`src/rtl/serial_tx.sv`:
```
// Serial frame transmitter: FLAG_ONES-long flag, separator zero, bit-stuffed MSB-first payload, gap zero.
// States: IDLE wait for word | FLAG flag ones | SEP separator 0 | DATA payload bit | STUFF inserted 0 | GAP trailer 0, frame_done
module serial_tx #(
    parameter int WIDTH     = 8,
    parameter int FLAG_ONES = 4,
    parameter int RUN_MAX   = 3
) (
    input  logic             clk,
    input  logic             rst,
    input  logic [WIDTH-1:0] data_in,
    input  logic             data_valid,
    output logic             data_ready,
    output logic             ostream,
    output logic             busy,
    output logic             frame_done
);

    localparam int BW = $clog2(WIDTH + 1);
    localparam int RW = $clog2(RUN_MAX + 1);
    localparam int FW = $clog2(FLAG_ONES + 1);

    typedef enum logic [2:0] {IDLE, FLAG, SEP, DATA, STUFF, GAP} state_t;

    state_t           state;
    logic [WIDTH-1:0] shreg;
    logic [BW-1:0]    bit_cnt;
    logic [RW-1:0]    run_cnt;
    logic [FW-1:0]    flag_cnt;

    logic          accept;
    logic          next_bit;
    logic [RW-1:0] run_base;
    logic [RW-1:0] run_inc;

    assign accept   = data_valid && data_ready;
    assign next_bit = shreg[WIDTH-1];
    // Entering DATA from SEP or STUFF always starts a fresh run.
    assign run_base = (state == DATA) ? run_cnt : '0;
    assign run_inc  = !next_bit ? '0 :
                      (run_base == RW'(RUN_MAX)) ? run_base : run_base + RW'(1);

    always_ff @(posedge clk or posedge rst) begin
        if (rst) begin
            state      <= IDLE;
            shreg      <= '0;
            bit_cnt    <= '0;
            run_cnt    <= '0;
            flag_cnt   <= '0;
            ostream    <= 1'b0;
            data_ready <= 1'b0;
            busy       <= 1'b0;
            frame_done <= 1'b0;
        end else begin
            frame_done <= 1'b0;
            case (state)
                IDLE, GAP: begin
                    if (accept) begin
                        state      <= FLAG;
                        shreg      <= data_in;
                        bit_cnt    <= '0;
                        run_cnt    <= '0;
                        flag_cnt   <= '0;
                        ostream    <= 1'b1;
                        data_ready <= 1'b0;
                        busy       <= 1'b1;
                    end else begin
                        state      <= IDLE;
                        ostream    <= 1'b0;
                        data_ready <= 1'b1;
                        busy       <= 1'b0;
                    end
                end
                FLAG: begin
                    if (flag_cnt == FW'(FLAG_ONES - 1)) begin
                        state   <= SEP;
                        ostream <= 1'b0;
                        run_cnt <= '0;
                    end else begin
                        flag_cnt <= flag_cnt + FW'(1);
                        ostream  <= 1'b1;
                    end
                end
                SEP, DATA, STUFF: begin
                    if (state == DATA && run_cnt == RW'(RUN_MAX)) begin
                        state   <= STUFF;
                        ostream <= 1'b0;
                        run_cnt <= '0;
                    end else if (state != SEP && bit_cnt == BW'(WIDTH)) begin
                        state      <= GAP;
                        ostream    <= 1'b0;
                        data_ready <= 1'b1;
                        frame_done <= 1'b1;
                    end else begin
                        // Each move into DATA consumes one payload bit onto the line.
                        state   <= DATA;
                        ostream <= next_bit;
                        shreg   <= shreg << 1;
                        bit_cnt <= bit_cnt + BW'(1);
                        run_cnt <= run_inc;
                    end
                end
                default: begin
                    state      <= IDLE;
                    ostream    <= 1'b0;
                    data_ready <= 1'b0;
                    busy       <= 1'b0;
                end
            endcase
        end
    end

endmodule

```
`config.mk`:
```
export PLATFORM = sky130hd
export DESIGN_NAME = serial_tx
export DESIGN_NICKNAME = d
export VERILOG_FILES = /design/src/rtl/serial_tx.sv
export SDC_FILE = /design/constraint.sdc
export NUM_CORES = 1
export LEC_CHECK = 0
export ABC_AREA = 1
export BUFFER_PORTS_ARGS = -buffer_cell sky130_fd_sc_hd__buf_2
export CORE_MARGIN = 1
export CORE_UTILIZATION = 50
export DETAILED_ROUTE_END_ITERATION = 10
export PLACE_DENSITY_LB_ADDON = 0.1
export SETUP_SLACK_MARGIN = 0.3
export SKIP_LAST_GASP = 1
export SLEW_MARGIN = 10
export SYNTH_ARGS = -nofsm -noshare
export SYNTH_HDL_FRONTEND = slang
export SYNTH_SLANG_ARGS = --single-unit
```
`constraint.sdc`:
```
create_clock -name clk -period 1.71 [get_ports clk]
set_input_delay 0.0855 -clock clk [delete_from_list [all_inputs] [get_ports clk]]
set_output_delay 0.0855 -clock clk [all_outputs]
set_load 0.1 [all_outputs]
```
**Word level (Yosys, flattened, before mapping)**

Cells that the tools add are included.

- Flip-flop bits (word level): 24
- Bits of input ports: 11
- Output and inout port bits: 4
- Word-level logic and storage cells: 81

- Add/subtract/negate cells: 3
- Equal/unequal tests: 17
- Muxes and demuxes: 37
- Bitwise gates (word level): 1
- Reductions and logical operators: 14

Operators by type and width:

| operator | number |
|---|---|
| $mux 8 | 3 |
| $pmux 8 s2 | 1 |
| $mux 3 | 5 |
| $mux 2 | 7 |
| $mux 4 | 3 |
| $ne 2x2->1 const B | 6 |
| $mux 1 | 11 |
| $eq 3x2->1 const B | 3 |
| $pmux 3 s3 | 1 |
| $pmux 4 s2 | 1 |
| $reduce_and 4->1 | 2 |
| $eq 3x3->1 const B | 2 |
| $pmux 1 s3 | 2 |
| $pmux 2 s3 | 1 |
| $pmux 3 s2 | 1 |
| $reduce_and 3->1 | 2 |
| $add 4x1->4 const B | 1 |
| $eq 2x2->1 const B | 2 |
| $eq 4x4->1 const B | 1 |
| $reduce_bool 2->1 | 2 |
| $reduce_or 4->1 | 1 |
| $add 3x1->3 const B | 1 |
| $eq 3x1->1 const B | 1 |
| $logic_and 1x1->1 | 3 |
| 9 further kinds | 9 |

**Logic depth before layout (Yosys ltp)**

Gate-level depths: netlist of the first run.

- Word-level depth: 8
- Depth in mapped cells: 10
- Mapped depth without buffers: 9

**Worst setup path after synthesis of the first run**

OpenSTA, ideal clock, no wires.

- Path kind: reg2reg
- Start: register data_ready
- End: register shreg[0]
- Setup time: 0.118 ns
- Arrival: 1.563 ns
- Data required time: 1.592 ns
- Path slack: 0.029 ns
- Cell stages (with the launch flop): 5
- Path buffers: 1
- Period minus slack after synthesis: 1.681 ns
- Path through: dfrtp_1 -> nand3_2 -> buf_2 -> nand3_1 -> nand2_1

- Longest elaborated chain between the ends: 3

Ends and longest elaborated chain:

| element | line | source |
|---|---|---|
| start: declaration | 12 | `output logic data_ready,` |
| start signal: assignment | 50 | `data_ready <= 1'b0;` |
| start signal: assignment | 64 | `data_ready <= 1'b0;` |
| start signal: assignment | 69 | `data_ready <= 1'b1;` |
| $logic_and 1x1->1 | 35 | `assign accept = data_valid && data_ready;` |
| $ne 2x2->1 (no source line) | -- |  |
| $reduce_and 4->1 (no source line) | -- |  |
| end signal: assignment | 59 | `shreg <= data_in;` |
| end signal: assignment | 97 | `shreg <= shreg << 1;` |
| end: declaration | 25 | `logic [WIDTH-1:0] shreg;` |

Every way passes these cells.
A chain may end at the register's enable or synchronous reset.

**Worst setup path after layout of the first run**

- Start: register state[1]
- End: register bit_cnt[3]

- Longest elaborated chain between the ends: 4
- Elaborated cells on any way between the ends: 16
- Classes of those cells: eq/ne: 8; mux: 1; reduce/logical: 7

Ends and longest elaborated chain:

| element | line | source |
|---|---|---|
| start: declaration | 24 | `state_t state;` |
| start signal: assignment | 44 | `state <= IDLE;` |
| start signal: assignment | 58 | `state <= FLAG;` |
| start signal: assignment | 67 | `state <= IDLE;` |
| $eq 3x2->1 (tied with other cells) | 55, 84 |  |
| $reduce_or 3->1 (tied with other cells) | 55 | `case (state)` |
| $ne 2x2->1 (no source line) or $reduce_bool 2->1 (tied branches) | -- |  |
| $reduce_and 4->1 (no source line) | -- |  |
| end signal: assignment | 98 | `bit_cnt <= bit_cnt + BW'(1);` |
| end: declaration | 26 | `logic [BW-1:0] bit_cnt;` |

Several ways; a longest one is shown, not always the timed one.

==> impl_metrics.tcl, run 1 <==
set metrics [dict create \
    run_status "finished, final reports clean" \
    cts_tree "done" \
    holdCritPathClass "in -> reg" \
    path_clk_slew_ns 0.14 \
    root_buffer "sky130_fd_sc_hd__clkbuf_4" \
    seq_power_share_pct 31.5 \
    timing_worst_setup_path_type "reg -> reg" \
    firstDrtPassIters 4 \
    antenna_cells_inserted 0 \
    path_max_fanout 11 \
    die_x_um 52.4 \
    port-buffer-count 14 \
    critPathRequiredTime_ns 1.92 \
    fp.dieH_um 52.4 \
    critical_path.cell_chain "buf_4, nand2_4, nor2_4, nor2_4, nor2_4, nand2_4, nand2_8, nand2_1, nand2_1" \
    timing.critical_path.from_type "flip-flop" \
    timing.critical_path.max_delay_family "simple AND/OR/NAND/NOR gates" \
    die-area_um2 2750 \
    synthesis.instances 163 \
    timing.setup.tns_ns 0 \
    synth_top_area_share_pct 47.2 \
    async_reset_ff_share_pct 100 \
    power_report.internal_total_mw 1.48 \
    htree_levels 1 \
    fp.coreArea_um2 2300 \
    n_fill_cell 176 \
    place_hpwl_mm 1.88 \
    cts_made_buffers 3 \
    postSynthNetCount 178 \
    gp_congestion 0.929 \
    critical-path-top-cell-by-count "sky130_fd_sc_hd__nor2_4" \
    io_pins 15 \
    layout_min_cycle_time_ns 1.46 \
    p_comb_share_pct 59.5 \
    grt_setup_unrepaired "true" \
    cts_max_path_buffers 2 \
    max_stage_delay_ns 0.44 \
    clk_latency_ns 0.31 \
    place_worst_setup_slack_ns 0.0641 \
    vias_per_cell 5.48 \
    worstSetupEndpointType "flip-flop" \
    grt_usage_pct 24.2 \
    setup-violations-final 0 \
    switchingPower_mw 1.45 \
    overall_routed_net_length_mm 3.05 \
    drcViolationCount 0 \
    num_rows 17 \
    max_freq_mhz 686 \
    drt_first_iter_violations 23 \
    number_of_antenna_violations_at_the_first_check_in_global_routing 0 \
    final_clock_period_utilization_by_the_worst_path_pct 85.3 \
    layout_common_cells "sky130_fd_sc_hd__nand2_1, sky130_fd_sc_hd__nand3_1, sky130_fd_sc_hd__dfrtp_1" \
    synth_edf_count 0 \
    postSynthAreaPerCell_um2 7.81 \
    mostFrequentLayoutCell "sky130_fd_sc_hd__nand2_1" \
    yosys_register_bits 24 \
    vias_after_detailed_routing 1239 \
    timing.clock.skew_ns 0.00857 \
    report.final.hold_viol_count 0 \
    worst-slew-pin-transition_ns 0.486 \
    grt_max_degree 16 \
    yosysTopAreaCell "sky130_fd_sc_hd__dfrtp_1" \
    critPathSlowestCell "sky130_fd_sc_hd__dfrtp_2" \
    drt.antenna.violating_nets 0 \
    syn_area_um2 1270 \
    floorplan.initialDensity_pct 55.4 \
    syn2layout_area_growth_pct 28.8 \
    final.setup.worst_slack_ns 0.251 \
    irDropWorstVdd_mv 1.06 \
    timing_max_transition_violations_final 0 \
    post_synth_main_area_contributors "sky130_fd_sc_hd__dfrtp_1, sky130_fd_sc_hd__nand2_1, sky130_fd_sc_hd__nand3_1" \
    synth.lib_cells_used.distinct 24 \
    power_density_nw_per_um2 1790 \
    crit_arrival_ns 1.67 \
    route.detailed.wl_per_inst_um 13.5 \
    p_leak_nw 0.881 \
    global_route_wire_length_before_repair_mm 4.81 \
    postSynth.topFlopCell "sky130_fd_sc_hd__dfrtp_1" \
    power.switching_fraction_pct 49.4 \
    yosysWarnings 0 \
    grt_ovf 0 \
    pwr-share-clk_pct 9.0 \
    worst_slew_margin_rel_pct 67.9 \
    synth.yosys.seq_area_share_pct 47.2 \
    number_of_global_route_vias_before_repair 1137 \
    clkSinkCount 24 \
    drive_gt1_share_pct 31.3 \
    layout.nets 214 \
    cap_violations 0 \
    crit_buf_inv 1 \
]
## flip-flops by register name (all words and copies together) (netlist names)
signal and cells:
ostream 1, run_cnt 2, busy 1, frame_done 1, shreg 8, state 3, bit_cnt 4, flag_cnt 3
data_ready 1
## per-layer routing
| layer | GRT usage [%] | wire (µm) |
|---|---|---|
| met1 | 29.8 | 1310 |
| met2 | 43.5 | 1570 |
| met3 | 2.61 | 131 |
| met4 | 7.89 | 31 |
| met5 | 0 | 0 |
## power groups by stage
stage / Sequential [mW] / Clock (mW) / Combinational [mW]
after CTS: 0.912 / 0.266 / 1.50
after floorplan: 1.14 / 0 / 0.868
after global placement: 0.926 / 0 / 1.25
final: 0.921 / 0.264 / 1.74
after detailed placement: 0.936 / 0 / 1.30
after global routing: 0.942 / 0.291 / 1.93
## synthesized netlist by cell type (2+ instances only)
library cell / number
sky130_fd_sc_hd__inv_1: 13
sky130_fd_sc_hd__nand3b_1: 2
sky130_fd_sc_hd__o21ai_0: 2
sky130_fd_sc_hd__nand2_2: 2
sky130_fd_sc_hd__nand3_1: 23
sky130_fd_sc_hd__ha_1: 4
sky130_fd_sc_hd__nor2_2: 3
sky130_fd_sc_hd__buf_6: 2
sky130_fd_sc_hd__inv_2: 3
sky130_fd_sc_hd__nand4_1: 2
sky130_fd_sc_hd__dfrtp_1: 24
sky130_fd_sc_hd__nand2_1: 60
sky130_fd_sc_hd__nor2_1: 12
## stage by stage
| step | power, mW | utilization (%) | cells | instance area, µm² | hold WS (ns) |
|---|---|---|---|---|---|
| 6_report | 2.93 | 71.4 | 226 | 1640 | 0.0536 |
| 2_1_floorplan | 2.01 | - | 163 | 1270 | 0.100 |
| 3_3_place_gp | 2.18 | 59.2 | 203 | 1360 | 0.0790 |
| 3_5_place_dp | 2.23 | 59.2 | 203 | 1360 | 0.0967 |
| 4_1_cts | 2.68 | 66.7 | 219 | 1530 | 0.0545 |
| 5_1_grt | 3.17 | 71.4 | 226 | 1640 | 0.0719 |
## layout make-up
cell class / instances / area [µm²] / share of cell area [%]
Sequential cell: 24 / 604 / 36.9
Tap cell: 28 / 35.0 / 2.14
Clock buffer: 4 / 26.3 / 1.60
Multi-Input combinational cell: 122 / 691 / 42.1
Timing Repair Buffer: 32 / 223 / 13.6
Inverter: 16 / 60.1 / 3.66
## what timing repair did
| item | in CTS | in global routing |
|---|---|---|
| pin swaps | 4 | 4 |
| cloned | 1 | 2 |
| endpoints found under the hold margin | 10 | 0 |
| gates resized for setup | 8 | 18 |
| setup endpoints to repair | 20 | 20 |
| buffers inserted | 9 | 5 |
| hold buffers | 2 | 0 |
## path summary, 6_finish.rpt
check / start / end / slack [ns] / cells past startpoint
max: state[1] / bit_cnt[3] / 0.25 / 9
min: data_in[3] / shreg[3] / 0.05 / 5
max reg2reg: state[1] / bit_cnt[3] / 0.25 / 9
min reg2reg: flag_cnt[1] / flag_cnt[1] / 0.51 / 2
max in group asynchronous: rst / state[2] / 0.87 / 4
min in group asynchronous: rst / shreg[0] / 0.27 / 3
## kinds of logic (layout without fill, tap and decap cells)
| kind of cell | count (synthesis) | after routing | share of synthesized area [%] |
|---|---|---|---|
| buffers and inverters | 20 | 52 | 7.47 |
| AOI/OAI and AO/OA | 5 | 5 | 2.26 |
| DFF | 24 | 24 | 47.2 |
| and+or+nand+nor | 107 | 110 | 37.0 |
| adders and majority gates | 4 | 4 | 3.93 |
| xor gates and xnor gates | 2 | 2 | 1.38 |
| muxes | 1 | 1 | 0.787 |
## worst reg2reg max path, delay by kind of cell, from the launching register on
family	cells	cell delay, ns
flops	1	0.44
simple gates	8	0.77
buf+inv	1	0.14
Power figures use the tool's default switching activity.
==> inputs of run 2 (changes only) <==
ABC_AREA = default   (was 1)
CORE_UTILIZATION = 38   (was 50)
==> run 2 against run 1 <==
  * Combinational power is 30% higher
  * Critical path depth is 4 lower
  * Non-clock buffer count is 10 higher
  * Clock skew is 0.00080 ns lower
  * Global-route usage is 6.3 points lower
  * Critical endpoint is now shreg[6]
  * Largest cell class unchanged
  * Die area is 35% higher
==> impl_metrics.tcl, run 2 <==
set metrics [dict create \
    grt_usage_pct 17.9 \
    place_worst_setup_slack_ns -0.0612 \
    mostFrequentLayoutCell "sky130_fd_sc_hd__buf_4" \
    syn2layout_area_growth_pct 33.1 \
    synthTopCellsByCount "sky130_fd_sc_hd__dfrtp_1, sky130_fd_sc_hd__o21ai_0, sky130_fd_sc_hd__nand2_1, sky130_fd_sc_hd__nand3_1" \
    pwr-share-clk_pct 8.7 \
    root_buffer "sky130_fd_sc_hd__clkbuf_4" \
    overall_routed_net_length_mm 2.86 \
    irDropWorstVdd_mv 0.785 \
    critPathRequiredTime_ns 1.94 \
    num_rows 21 \
    worst_slew_margin_rel_pct 67.6 \
    switchingPower_mw 1.48 \
    clk_latency_ns 0.32 \
    port-buffer-count 14 \
    n_fill_cell 312 \
    synth.most_common_cell "sky130_fd_sc_hd__dfrtp_1" \
    worst-slew-pin-transition_ns 0.490 \
    syn_area_um2 1320 \
    vias_per_cell 4.97 \
    cts_made_buffers 3 \
    drt_first_iter_violations 45 \
    yosysWarnings 0 \
    async_reset_ff_share_pct 100 \
    max_freq_mhz 588 \
    regToRegSetupSlack_ns 0.009 \
    r2r.worst_path.cells 5 \
    drcViolationCount 0 \
    yosys_register_bits 24 \
    fp.dieH_um 61.0 \
    layout_common_cells "sky130_fd_sc_hd__buf_4, sky130_fd_sc_hd__dfrtp_1, sky130_fd_sc_hd__buf_2" \
    clkSinkCount 24 \
    number_of_antenna_violations_at_the_first_check_in_global_routing 0 \
    final.setup.worst_slack_ns 0.00864 \
    crit_arrival_ns 1.93 \
    final_clock_period_utilization_by_the_worst_path_pct 99.5 \
    gp_congestion 0.864 \
    flip_flop_count_of_the_largest_register_after_layout 8 \
    hold_path_depth 3 \
    p_leak_nw 0.810 \
    run_status "finished, final reports clean" \
    cts_tree "done" \
    synth.yosys.seq_area_share_pct 45.4 \
    timing.setup.tns_ns 0 \
    rr_startpoint "state[1]" \
    vias_after_detailed_routing 1019 \
    p_comb_share_pct 63.0 \
    layout.nets 175 \
    holdCritPathClass "in -> reg" \
    synth_edf_count 0 \
    synth_top_area_share_pct 45.4 \
    multi_input_comb_area_um2 734 \
    drive_gt1_share_pct 52.2 \
    postSynthNetCount 134 \
    postSynthAreaPerCell_um2 11.1 \
    worstSetupEndpointType "flip-flop" \
    power.switching_fraction_pct 41.3 \
    path_clk_slew_ns 0.14 \
    power_density_nw_per_um2 2040 \
    setup-violations-final 0 \
    htree_levels 1 \
    synthesis.instances 119 \
    holdCritStartpoint "data_in[0]" \
    largestRegisters "shreg x8, bit_cnt x4" \
    postSynth.topFlopCell "sky130_fd_sc_hd__dfrtp_1" \
    postLayoutCoreUtil_pct 52.8 \
    fp.coreArea_um2 3340 \
    cap_violations 0 \
    path_max_fanout 8 \
    grt_setup_unrepaired "true" \
    grt_max_degree 25 \
    report.final.hold_viol_count 0 \
    floorplan.initialDensity_pct 39.7 \
    drt.antenna.violating_nets 0 \
    post_synth_main_area_contributors "sky130_fd_sc_hd__dfrtp_1, sky130_fd_sc_hd__mux2_4, sky130_fd_sc_hd__mux2_2" \
    cts_max_path_buffers 2 \
    yosysTopAreaCell "sky130_fd_sc_hd__dfrtp_1" \
    timing.clock.skew_ns 0.00777 \
    die-area_um2 3720 \
    number_of_global_route_vias_before_repair 974 \
    antenna_cells_inserted 0 \
    timing.hold.worst_endpoint "shreg[0]" \
    seq_area_um2 604 \
    timing_max_transition_violations_final 0 \
    die_x_um 61.0 \
    power_report.internal_total_mw 2.11 \
    reg2reg_to "shreg[6]" \
    route.detailed.wl_per_inst_um 14.0 \
    timing_worst_setup_path_type "reg -> reg" \
    timing.critical_path.from_type "flip-flop" \
    top_register "shreg" \
    place_hpwl_mm 2.04 \
    layout_min_cycle_time_ns 1.70 \
    synth.lib_cells_used.distinct 38 \
    grt_ovf 0 \
    seq_power_share_pct 28.2 \
    firstDrtPassIters 4 \
    io_pins 15 \
    global_route_wire_length_before_repair_mm 4.74 \
]
[run 2: changes by cell type in the layout (fill, tap and decap cells not counted), moves of 4 or more]
cell,delta
sky130_fd_sc_hd__o21ai_0,+5
sky130_fd_sc_hd__mux2_2,+7
sky130_fd_sc_hd__mux2_4,+7
sky130_fd_sc_hd__inv_1,-5
sky130_fd_sc_hd__inv_2,-4
sky130_fd_sc_hd__nand2_1,-51
sky130_fd_sc_hd__nor2_4,-5
sky130_fd_sc_hd__buf_4,+9
sky130_fd_sc_hd__nand3_1,-13
sky130_fd_sc_hd__nor2_1,-5
[run 2: worst max-delay path: stages (launching register included)]
cell and delay [ns]:
sky130_fd_sc_hd__dfrtp_1 0.42, sky130_fd_sc_hd__or3b_4 0.43, sky130_fd_sc_hd__o21a_4 0.14, sky130_fd_sc_hd__o21ai_4 0.16, sky130_fd_sc_hd__buf_12 0.15, sky130_fd_sc_hd__mux2_4 0.30
[run 2: area by class of cell]
class / count / share of cell area, %
timing repair buffer: 42 / 17.2
sequential: 24 / 34.3
tap: 46 / 3.27
clock buffer: 4 / 2.06
inverter: 7 / 1.49
multi-input combinational: 82 / 41.7
[run 2: what timing repair did]
item,in CTS,in global routing
buffers inserted,4,1
endpoints found under the setup margin,23,24
hold buffers,1,0
pin swaps,5,2
resized for setup,18,6
hold endpoints to repair,24,0
[run 2: routing by layer]
| metal | wire length, µm | track usage, % |
|---|---|---|
| met1 | 1380 | 25.6 |
| met2 | 1390 | 26.7 |
| met3 | 66 | 3.57 |
| met4 | 20 | 6.82 |
| met5 | 0 | 0 |
[run 2: cell families (layout without fill, tap and decap cells)]
family | Yosys count | in the layout | synth area share (%)
AND/OR/NAND/NOR | 34 | 34 | 14.4
multiplexers | 15 | 15 | 14.7
flip-flops | 24 | 24 | 45.4
buffers and inverters | 13 | 53 | 5.58
AO/OA/AOI/OAI | 27 | 27 | 14.9
adder cells (fa/ha/maj) | 4 | 4 | 3.78
XOR/XNOR | 2 | 2 | 1.32
[run 2: worst max path at each step]
stage          startpoint        to  slack, ns  depth (start not counted)
3_3_place_gp     state[0]  shreg[7]      -0.02                          4
5_1_grt          state[2]  shreg[6]      -0.05                          5
4_1_cts          state[0]  shreg[6]      -0.01                          4
6_report         state[1]  shreg[6]      0.009                          5
2_1_floorplan    state[2]  shreg[1]       -0.1                          6
3_5_place_dp     state[0]  shreg[6]      -0.06                          4
[run 2: through the flow]
step | hold slack (ns) | cell area, µm² | total power, mW | cells
2_1_floorplan | 0.100 | 1340 | 2.43 | 119
3_3_place_gp | 0.143 | 1580 | 2.93 | 195
3_5_place_dp | 0.153 | 1580 | 2.96 | 195
4_1_cts | 0.0334 | 1720 | 3.52 | 204
5_1_grt | 0.0215 | 1760 | 3.86 | 205
6_report | 0.0175 | 1760 | 3.59 | 205
[run 2: power by group through the flow]
stage                     sequential [mW]  clock [mW]  combinational [mW]
after floorplan                      1.22           0                1.21
after global placement               1.01           0                1.92
after detailed placement             1.01           0                1.94
after CTS                            1.00       0.316                2.20
after global routing                 1.05       0.349                2.46
final                                1.01       0.314                2.26
==> inputs of run 3 (changes only) <==
SETUP_SLACK_MARGIN = default   (was 0.3)
==> run 3 against run 2 <==
  * The run now ends with setup timing left
  * Highest routed layer unchanged
  * Clock-buffer cell count is the same
  * Non-clock buffer count shrank 6
  * Routed wire length shrank 1.9%
  * Cell area shrank 6.2%
  * Critical path type unchanged
==> impl_metrics.tcl, run 3 (synthesized netlist as in run 2, its figures left out) <==
set metrics [dict create \
    report.final.hold_viol_count 0 \
    die_x_um 61.0 \
    cts_max_path_buffers 2 \
    antenna_cells_inserted 0 \
    path_max_fanout 4 \
    layout_common_cells "sky130_fd_sc_hd__dfrtp_1, sky130_fd_sc_hd__buf_4, sky130_fd_sc_hd__buf_2" \
    grt_setup_unrepaired "true" \
    run_status "finished with violations" \
    place_hpwl_mm 2.02 \
    seq_power_share_pct 29.9 \
    irDropWorstVdd_mv 0.786 \
    n_fill_cell 331 \
    drt_first_iter_violations 44 \
    crit_arrival_ns 1.98 \
    gp_congestion 0.828 \
    firstDrtPassIters 4 \
    final.setup.worst_slack_ns -0.0162 \
    syn2layout_area_growth_pct 24.9 \
    floorplan.initialDensity_pct 39.7 \
    clkSinkCount 24 \
    htree_levels 1 \
    pwr-share-clk_pct 7.8 \
    grt_ovf 0 \
    vias_after_detailed_routing 1009 \
    layoutNonFillerInstCount 199 \
    final_design_area_no_fill_um2 1650 \
    root_buffer "sky130_fd_sc_hd__clkbuf_4" \
    timing.critical_path.from_type "flip-flop" \
    grt_max_degree 25 \
    global_route_wire_length_before_repair_mm 4.51 \
    cap_violations 0 \
    worstSetupEndpointType "flip-flop" \
    max_freq_mhz 579 \
    grt_usage_pct 16.6 \
    top_register "shreg" \
    layout_min_cycle_time_ns 1.73 \
    route.detailed.wl_per_inst_um 14.1 \
    multi_input_comb_area_um2 688 \
    die-area_um2 3720 \
    worst-slew-pin-transition_ns 0.484 \
    number_of_global_route_vias_before_repair 994 \
    clk_latency_ns 0.31 \
    worst_slew_margin_rel_pct 68.0 \
    timing_worst_setup_path_type "reg -> reg" \
    setup-violations-final 5 \
    post_dp_cell_area_um2 1560 \
    timing_max_transition_violations_final 0 \
    layout.nets 169 \
    fp.dieH_um 61.0 \
    dpl.cell_count 193 \
    cts_made_buffers 3 \
    mostFrequentLayoutCell "sky130_fd_sc_hd__dfrtp_1" \
    power_density_nw_per_um2 2020 \
    drt.antenna.violating_nets 0 \
    vias_per_cell 5.07 \
    cts_tree "done" \
    num_rows 21 \
    critPathRequiredTime_ns 1.97 \
    largestRegisters "shreg x8, bit_cnt x4" \
    postLayoutCoreUtil_pct 49.5 \
    p_leak_nw 0.765 \
    io_pins 15 \
    final_clock_period_utilization_by_the_worst_path_pct 101 \
    flip_flop_count_of_the_largest_register_after_layout 8 \
    drive_gt1_share_pct 43.1 \
    overall_routed_net_length_mm 2.81 \
    timing.clock.skew_ns 0.00664 \
    fp.coreArea_um2 3340 \
    power.switching_fraction_pct 41.7 \
    failed_checks "setup timing" \
    p_comb_share_pct 62.3 \
    number_of_antenna_violations_at_the_first_check_in_global_routing 0 \
    seq_area_um2 604 \
    switchingPower_mw 1.39 \
    power_report.internal_total_mw 1.94 \
    fin_total_pwr_mw 3.33 \
    path_clk_slew_ns 0.13 \
    drcViolationCount 0 \
    timing.setup.tns_ns -0.0487 \
    holdCritPathClass "in -> reg" \
    port-buffer-count 14 \
]
==> run 3: cell types whose count changed in the layout (fill, tap and decap cells not counted), sizes merged <==
| cell | previous run | this run |
|---|---|---|
| buf | 41 | 35 |
==> run 3: per-stage QoR <==
step / hold slack, ns / setup slack, ns
after floorplan: 0.100 / -0.0990
after global placement: 0.145 / -0.0222
after global routing: 0.0468 / -0.0868
after CTS: 0.0438 / -0.0108
final: 0.0548 / -0.0162
after detailed placement: 0.155 / -0.0583
==> run 3: worst paths after layout <==
path	from	endpoint	slack, ns	cells after the start
worst max-delay path	state[2]	run_cnt[1]	-0.02	5
worst min-delay path	data_in[0]	shreg[0]	0.05	3
worst max register to register	state[2]	run_cnt[1]	-0.02	5
worst min register to register	busy	busy	0.49	2
max in group asynchronous	rst	data_ready	1.11	4
min in group asynchronous	rst	flag_cnt[1]	0.34	4
==> run 3: area by class of cell <==
type	count	area share [%]
clock buffer	4	1.59
multi-input combinational	82	41.6
tap	46	3.48
sequential	24	36.6
inverter	7	1.59
timing repair buffer	36	15.1
==> run 3: critical path: stages (launching register included) <==
cell and delay (ns):
sky130_fd_sc_hd__dfrtp_1 0.44, sky130_fd_sc_hd__nand2b_1 0.23, sky130_fd_sc_hd__o2111a_2 0.31, sky130_fd_sc_hd__buf_4 0.15
sky130_fd_sc_hd__a2111oi_1 0.39, sky130_fd_sc_hd__a211o_1 0.15
==> run 3: what timing repair did <==
item                                    4_1_cts  5_1_grt
pin swaps                                     2        0
endpoints found under the setup margin       10       18
resized for setup                             2        6
setup buffers                                 1        0
endpoints found under the hold margin        24        0
hold buffers                                  1        0
==> run 3: power groups by stage <==
stage / logic [mW] / clock network (mW) / registers, mW
6_report: 2.07 / 0.260 / 0.996
2_1_floorplan: 1.20 / 0 / 1.22
3_5_place_dp: 1.93 / 0 / 1.00
4_1_cts: 2.03 / 0.276 / 0.994
3_3_place_gp: 1.90 / 0 / 1.00
5_1_grt: 2.26 / 0.304 / 1.03
==> run 3: layer usage <==
layer,vias to the layer above,wire (µm),track usage (%)
li1,496,-,-
met1,498,1330,22.5
met2,11,1400,27.0
met3,4,46,2.73
met4,0,32,5.52
met5,-,0,0
